[config.mk]
export PLATFORM = sky130hd
export DESIGN_NAME = rr_handshake_arbiter
export DESIGN_NICKNAME = d
export VERILOG_FILES = /design/src/rtl/arb_pkg.sv /design/src/rtl/arb_rr_pick.sv /design/src/rtl/rr_handshake_arbiter.sv
export SDC_FILE = /design/constraint.sdc
export NUM_CORES = 1
export LEC_CHECK = 0
export BUFFER_PORTS_ARGS = -buffer_cell sky130_fd_sc_hd__buf_4
export CAP_MARGIN = 20
export CORE_MARGIN = 4
export CORE_UTILIZATION = 50
export CTS_CLUSTER_DIAMETER = 80
export CTS_CLUSTER_SIZE = 14
export DETAILED_ROUTE_END_ITERATION = 12
export PLACE_DENSITY = 0.7
export RECOVER_POWER = 50
export SLEW_MARGIN = 10
export SYNTH_ARGS = -nofsm -noshare
export SYNTH_HDL_FRONTEND = slang
export SYNTH_SLANG_ARGS = --single-unit
[constraint.sdc]
create_clock -name clk -period 9.74 [get_ports clk]
set_clock_uncertainty 0.1 [all_clocks]
set_input_delay 0.487 -clock clk [delete_from_list [all_inputs] [get_ports clk]]
set_output_delay 0.487 -clock clk [all_outputs]
set_load 0.05 [all_outputs]
[src/rtl/arb_pkg.sv]
// Shared types and helpers for the round-robin handshake arbiter.
// Optional feature macro: ARB_BURST_LIMIT_EN (consumed by rr_handshake_arbiter).
package arb_pkg;

  localparam int MAX_PORTS = 16;
  localparam int MAX_IDX_W = 4;

  // Arbiter state: idle flag plus owner index (owner is meaningful only when idle=0)
  typedef struct packed {
    logic                 idle;
    logic [MAX_IDX_W-1:0] owner;
  } arb_state_t;

  localparam logic [MAX_IDX_W:0] ARB_IDLE = 5'b1_0000;

  // One-hot of idx within an n-port vector; indices at or above n give zero
  function automatic logic [MAX_PORTS-1:0] idx_to_onehot(input logic [MAX_IDX_W-1:0] idx,
                                                         input int n);
    logic [MAX_PORTS-1:0] v;
    v = '0;
    for (int i = 0; i < MAX_PORTS; i++) begin
      if ((i < n) && (idx == i[MAX_IDX_W-1:0])) v[i] = 1'b1;
    end
    return v;
  endfunction

endpackage

[src/rtl/arb_rr_pick.sv]
// Rotating priority encoder: first set bit of (req & ~excl) scanning
// start, start+1, ... modulo N.
module arb_rr_pick #(
  parameter int N     = 5,
  parameter int IDX_W = $clog2(N)
) (
  input  logic [N-1:0]     req,
  input  logic [IDX_W-1:0] start,
  input  logic [N-1:0]     excl,
  output logic             found,
  output logic [IDX_W-1:0] idx
);

  logic [N-1:0] eff;
  logic [IDX_W:0] cand;

  assign eff = req & ~excl;

  // Walk the rotation order once and latch the first eligible port
  always_comb begin
    found = 1'b0;
    idx   = '0;
    cand  = '0;
    for (int i = 0; i < N; i++) begin
      cand = {1'b0, start} + (IDX_W+1)'(i);
      if (cand >= (IDX_W+1)'(N)) cand = cand - (IDX_W+1)'(N);
      if (!found && eff[cand[IDX_W-1:0]]) begin
        found = 1'b1;
        idx   = cand[IDX_W-1:0];
      end
    end
  end

endmodule

[src/rtl/rr_handshake_arbiter.sv]
// Sticky round-robin output-port arbiter with registered RTS / DCTS handshake.
// Optional feature macro: ARB_BURST_LIMIT_EN -- caps consecutive handshakes
// per owner at MAX_BURST while another port is waiting.
//
//   state    | meaning
//   ---------+----------------------------------------------------------
//   IDLE     | no owner, xbar_sel all zero, rts falls
//   OWN(k)   | port k owns the crossbar, rts toggles around each flit
module rr_handshake_arbiter
  import arb_pkg::*;
#(
  parameter int N_PORTS   = 5,
  parameter int MAX_BURST = 4,
  parameter int IDX_W     = $clog2(N_PORTS)
) (
  input  logic               clk,
  input  logic               rst,
  input  logic [N_PORTS-1:0] req,
  input  logic               dcts,
  output logic [N_PORTS-1:0] grant,
  output logic [N_PORTS-1:0] xbar_sel,
  output logic               rts
);

  if ((N_PORTS < 2) || (N_PORTS > MAX_PORTS) || (MAX_BURST < 1)) begin : g_bad_param
    $error("rr_handshake_arbiter: N_PORTS must be 2..16 and MAX_BURST >= 1");
  end

  arb_state_t         state_q, state_d;
  logic [IDX_W-1:0]   last_q, last_inc, own_idx, start_idx, pick_idx;
  logic [N_PORTS-1:0] own_oh, excl;
  logic               rts_q, hs, hold, pick_found;

  assign own_oh    = N_PORTS'(idx_to_onehot(state_q.owner, N_PORTS));
  assign own_idx   = state_q.owner[IDX_W-1:0];
  assign last_inc  = (last_q == IDX_W'(N_PORTS-1)) ? '0 : last_q + IDX_W'(1);
  // From OWN(k) the scan starts at k itself, so a still-requesting owner wins first
  assign start_idx = state_q.idle ? last_inc : own_idx;
  assign hs        = rts_q & dcts;
  assign hold      = rts_q & ~dcts;

`ifdef ARB_BURST_LIMIT_EN
  localparam int CNT_W = $clog2(MAX_BURST+1);
  logic [CNT_W-1:0] burst_q;
  logic             others, force_rot;

  assign others    = |(req & ~own_oh);
  assign force_rot = !state_q.idle && (burst_q == CNT_W'(MAX_BURST)) && others;
  assign excl      = force_rot ? own_oh : '0;

  // Count handshakes of the current owner; clear on any owner change or idle
  always_ff @(posedge clk) begin
    if (rst) begin
      burst_q <= '0;
    end else if (!hold) begin
      if (state_d.idle || state_q.idle || (state_d.owner != state_q.owner))
        burst_q <= '0;
      else if (hs && (burst_q != CNT_W'(MAX_BURST)))
        burst_q <= burst_q + CNT_W'(1);
    end
  end
`else
  assign excl = '0;
`endif

  arb_rr_pick #(.N(N_PORTS), .IDX_W(IDX_W)) u_pick (
    .req   (req),
    .start (start_idx),
    .excl  (excl),
    .found (pick_found),
    .idx   (pick_idx)
  );

  // Next-state selection from the single shared scan
  always_comb begin
    state_d = arb_state_t'(ARB_IDLE);
    if (pick_found) begin
      state_d.idle  = 1'b0;
      state_d.owner = MAX_IDX_W'(pick_idx);
    end
  end

  // State, last owner and rts; everything freezes while rts waits on dcts
  always_ff @(posedge clk) begin
    if (rst) begin
      state_q <= arb_state_t'(ARB_IDLE);
      last_q  <= IDX_W'(N_PORTS-1);
      rts_q   <= 1'b0;
    end else if (!hold) begin
      state_q <= state_d;
      if (!state_d.idle) last_q <= state_d.owner[IDX_W-1:0];
      rts_q   <= !state_q.idle && !hs;
    end
  end

  assign rts      = rts_q;
  assign xbar_sel = state_q.idle ? '0 : own_oh;
  assign grant    = (hs && !state_q.idle) ? own_oh : '0;

endmodule

After elaboration in Yosys (flattened, before gate mapping)

Index checks and enable logic that the tools add are counted.

$add $sub $neg: 10
Order comparisons: 10
Eq/ne operators: 5
Multiplexer cells: 35
Bitwise gates (word level): 5
Reductions and logical operators: 14

Operators by type and width:

| cell                                                       | count |
|---|---|
| 2-to-1 mux 3 bit                                           | 12 |
| less-than comparator 3 x 4 -> 1 bit, second input constant | 5 |
| >= comparator 4 x 3 -> 1 bit, second input constant        | 4 |
| binary-select mux 1 bit (select 3 bit)                     | 5 |
| 2-to-1 mux 1 bit                                           | 15 |
| 2-to-1 mux 5 bit                                           | 3 |
| subtractor 3 bit, second input constant                    | 5 |
| adder 3 x 2 -> 4 bit, second input constant                | 2 |
| == test 4 x 2 -> 1 bit, second input constant              | 2 |
| logical AND 1 bit                                          | 6 |
| logical NOT 1 bit                                          | 6 |
| adder 3 x 1 -> 4 bit, second input constant                | 1 |
| adder 3 x 3 -> 4 bit, second input constant                | 1 |
| == test 4 x 1 -> 1 bit, second input constant              | 1 |
| == test 4 x 3 -> 1 bit, second input constant              | 1 |
| logical NOT 4 bit                                          | 1 |
| adder 3 x 1 -> 3 bit, second input constant                | 1 |
| == test 3 bit, second input constant                       | 1 |
| >= comparator 3 bit, second input constant                 | 1 |
| NOT 1 bit                                                  | 3 |
| AND 1 bit                                                  | 2 |
| AND reduction 2 bit                                        | 1 |

Register bits: 9
Bits of input ports: 8
Output and inout port bits: 11

Longest topological paths before layout

Depth after elaboration: 23
Depth in mapped cells: 17
Gate-level depth less buffers: 16

By module

A second synthesis with hierarchy kept.

Cells, all modules: 211
Area total of the unflattened synthesis: 1522.7 sq um

By module, submodules not included:

| module               | instances | cells an instance | area an instance (sq um) | seq. area each (sq um) |
|---|---|---|---|---|
| arb_rr_pick          | 1         | 153               | 1042.2                   | 0.0 |
| rr_handshake_arbiter | 1         | 58                | 480.5                    | 160.2 |

Worst setup path before layout

OpenSTA, ideal clock, no wires.

Path type: reg-to-reg
Start: register last_q[1]
End: register state_q (netlist bit own_idx[0])
Library setup time: 0.116 ns
Arrival time: 3.684 ns
Path slack: 5.840 ns
Stages on the path, launching flop included: 18
Buffers on the path: 1
Path through: dfxtp_1 > inv_1 > ha_1 > a21oi_1 > a21o_2 > inv_2 > buf_2 > ha_1 > fa_1 > a21boi_1 > nor3b_1 > a311o_1 > o21ai_1 > a31oi_1 > or3_2 > nor4b_1 > a211oi_1 > a31o_2

Cells in the longest elaborated chain, start to end: 21

Ends and longest elaborated chain:

| what                                                                          | line                       | text |
|---|---|---|
| from (decl)                                                                   | rr_handshake_arbiter.sv:30 | `logic [IDX_W-1:0] last_q, last_inc, own_idx, start_idx, pick_idx;` |
| from (signal assigned)                                                        | rr_handshake_arbiter.sv:87 | `last_q <= IDX_W'(N_PORTS-1);` |
| from (signal assigned)                                                        | rr_handshake_arbiter.sv:91 | `if (!state_d.idle) last_q <= state_d.owner[IDX_W-1:0];` |
| adder 3 x 1 -> 3 bit or == test 3 bit (tied branches)                         | rr_handshake_arbiter.sv:36 | `assign last_inc = (last_q == IDX_W'(N_PORTS-1)) ? '0 : last_q + IDX_W'(1);` |
| 2-to-1 mux 3 bit (*)                                                          | rr_handshake_arbiter.sv:36 |  |
| 2-to-1 mux 3 bit (*)                                                          | rr_handshake_arbiter.sv:38 | `assign start_idx = state_q.idle ? last_inc : own_idx;` |
| parallel branches: the longest is 17 deep, another holds adder 3 x 1 -> 4 bit | -                          |  |
| 2-to-1 mux 5 bit (*)                                                          | rr_handshake_arbiter.sv:77 | `if (pick_found) begin` |
| to (signal assigned)                                                          | rr_handshake_arbiter.sv:86 | `state_q <= arb_state_t'(ARB_IDLE);` |
| to (signal assigned)                                                          | rr_handshake_arbiter.sv:90 | `state_q <= state_d;` |
| to (decl)                                                                     | rr_handshake_arbiter.sv:29 | `arb_state_t state_q, state_d;` |

Mark *: on every way between the ends. The select of a mux whose other input is x is not followed.
A chain may end at the register's enable or synchronous reset.

Worst setup path in the final report

Ends and elaborated chain as after synthesis.

==> run metrics <==
type of origin of the critical path=flip-flop; CTS sink count=8; CTS clk-pin slew, worst paths=50 ps; first-pass GRT wire length=7430 um; Site Rows=20; Post-synth EDFFs=0; Crit-path slowest cell=a21boi_1; Ports=19; multi-input logic area=1360 um^2; crit end category=flip-flop; die area=between 4000 and 5000 um^2; DRC viols=0; post-route ant nets=0; hold buffers post-CTS=0; Max Clock Freq=between 200 and 250 MHz; hold-critical path depth=2; CP top delay family=compound AO/OA/AOI/OAI gates; ys flop type=dfxtp_1; Root Driver=clkbuf_4; status=complete, no violations; post-CTS setup buffer count=0; min cycle time layout=roughly 4600 ps; Synth top area share=9.87%; top cells by count, synth=nand2_1, nor2_1, a21oi_1, inv_1, o21ai_0; WL final=4530 um; post-CTS sizing=0; Initial DRC Count=98; syn avg cell area=7.80 um^2; Crit path top cell by count=ha_1; RSZ-0062 raised after global routing=no; Seq/Total Area, Yosys=9.87%; max-cap violations=0; CP Max Fanout=18; Final period util=47.2%; Post-Layout Inst Area=1740 um^2; Netlist Area Pre-Place=about 1600 um^2; synthesis-to-finish area growth=7.48%; GR Overflow Total=0; Worst EP arrival=4640 ps; Netlist cell types=71; R2R Path Start=last_q[1]$_SDFFE_PP0P_; top area cells in the synthesized netlist=dfxtp_1, ha_1, mux2i_1, nand2_1, nor2_1; Layout Nets=about 240; FF-to-FF setup slack=between 5000 and 6000 ps; TNS Setup=0 ps; Final setup viols=0; clock buffer depth=2; initial antenna violation count=0; Mapped Cells=208; Placer Congestion=0.914; WL per Instance=17.1 um; Hold Path Origin=rst; Buffers & Inverters on Critical Path=2; yosys synthesis warning count=0; FFs w/ async S/R, synth=0%; Post-Syn Nets=227; fin. max-slew vios=0; CTS tree=done; Die Y=between 60 and 70 um; top-count cell post-synth=nand2_1; layout cell share with drive strength beyond 1=roughly a fifth; Via density=6.54; crit-path max cell delay=540 ps; core area=between 3000 and 4000 um^2; Hold Crit Endpoint=own_idx[2]$_SDFFE_PP0N_; number of port buffers=18; Worst-Margin Slew=around 600 ps; Reg2Reg Depth=16; Clock Latency Late Sink=250 ps; first-pass detailed-route iteration total=4; post-synthesis sequential element count=8; cell breakdown of the critical path=inv_1, ha_1, a21oi_1, a21o_2, inv_2, ha_1, fa_1, a21boi_1, nor3b_1, a311o_1, o21ai_1, a31oi_1, or3_2, nor4b_1, a211oi_1, a31o_2; slew margin rel.=58.8%; register area=160 um^2; Detailed Place HPWL=roughly 3600 um; DR vias=1734; Yosys top cell by area=dfxtp_1; final hold vios=0; Setup CP Type=reg2reg; H-tree Lvls=1; Layout fillers=315; die width=65.0 um; largest net degree at the start of global routing=19; HP Class=in2reg; CTS Buf Count=3; r2r endpoint=own_idx[0]$_SDFFE_PP0N_; global-route usage over all layers=21.7%; vias in the first global route=between 1500 and 2000; Placed Area=between 1500 and 2000 um^2; CP required=9780 ps; initial core utilization=between 50% and 60%; ant diodes=0
how the worst max path moves through the flow:
stage	start	endpoint	slack (ps)	depth (start not counted)
4_1_cts	last_q[1]$_SDFFE_PP0P_	own_idx[0]$_SDFFE_PP0N_	5200	16
3_3_place_gp	last_q[1]$_SDFFE_PP0P_	own_idx[0]$_SDFFE_PP0N_	5400	16
6_report	last_q[1]$_SDFFE_PP0P_	own_idx[0]$_SDFFE_PP0N_	5140	16
3_5_place_dp	last_q[1]$_SDFFE_PP0P_	own_idx[0]$_SDFFE_PP0N_	5240	16
5_1_grt	last_q[1]$_SDFFE_PP0P_	own_idx[0]$_SDFFE_PP0N_	4900	16
2_1_floorplan	last_q[1]$_SDFFE_PP0P_	own_idx[0]$_SDFFE_PP0N_	5840	17
layout by cell type, fill, tap and decap left out, drive strengths merged, types with 3 or more instances in the layout:
master   netlist  routed
nand2         17      17
clkbuf         5      11
nor2b          7       7
or3b           3       3
and3           4       4
ha            10      10
inv           12      12
nand4          3       3
and2           3       3
o32ai          4       4
nor3           7       7
buf            3      10
a211oi         5       5
mux2i          8       8
nand2b         6       6
nor2          16      16
a21oi         11      11
mux2           4       4
o22ai          3       3
nor3b          4       4
or2            3       3
a31oi          4       4
dfxtp          8       8
a21boi         3       3
o2111ai        3       3
nor4           3       3
o21ai         12      12
flip-flops by register name, summed over array words and instances (netlist names):
register and count:
last_q 3, own_idx 3, rts 1, state_q 1
area by class of cell:
type | count | area share [%]
inverters | 12 | 2.58
flip-flops and latches | 8 | 9.18
repair buffers | 18 | 6.03
well taps | 44 | 3.16
multi-input cells | 180 | 77.8
clock buffers | 3 | 1.29
kinds of logic after synthesis:
group                      after synthesis  share of synthesized area, %
DFF                                      8                          9.87
buffers and inverters                   20                          6.55
adders and majority gates               11                          8.94
xor gates and xnor gates                 2                          1.54
and+or+nand+nor                         89                          32.2
muxes                                   12                          7.94
AOI/OAI and AO/OA                       66                          33.0
through the flow:
step | hold slack, ps | setup WS (ps) | cells | util (%)
2_1_floorplan | 360 | 5840 | 208 | -
3_3_place_gp | 394 | 5400 | 262 | 56.9
3_5_place_dp | 405 | 5240 | 262 | 56.9
4_1_cts | 321 | 5200 | 265 | 57.6
5_1_grt | 328 | 4900 | 265 | 56.7
6_report | 331 | 5140 | 265 | 56.7
per-layer routing:
| metal | vias up | wire length (um) | GRT usage, % |
|---|---|---|---|
| li1 | 829 | - | - |
| met1 | 831 | 2030 | 28.1 |
| met2 | 66 | 2190 | 36.4 |
| met3 | 8 | 256 | 2.95 |
| met4 | 0 | 55 | 7.65 |
| met5 | - | 0 | 0 |
Power is not shown: default switching activity piles up to over one toggle a cycle in this logic, so the estimate is an artifact.
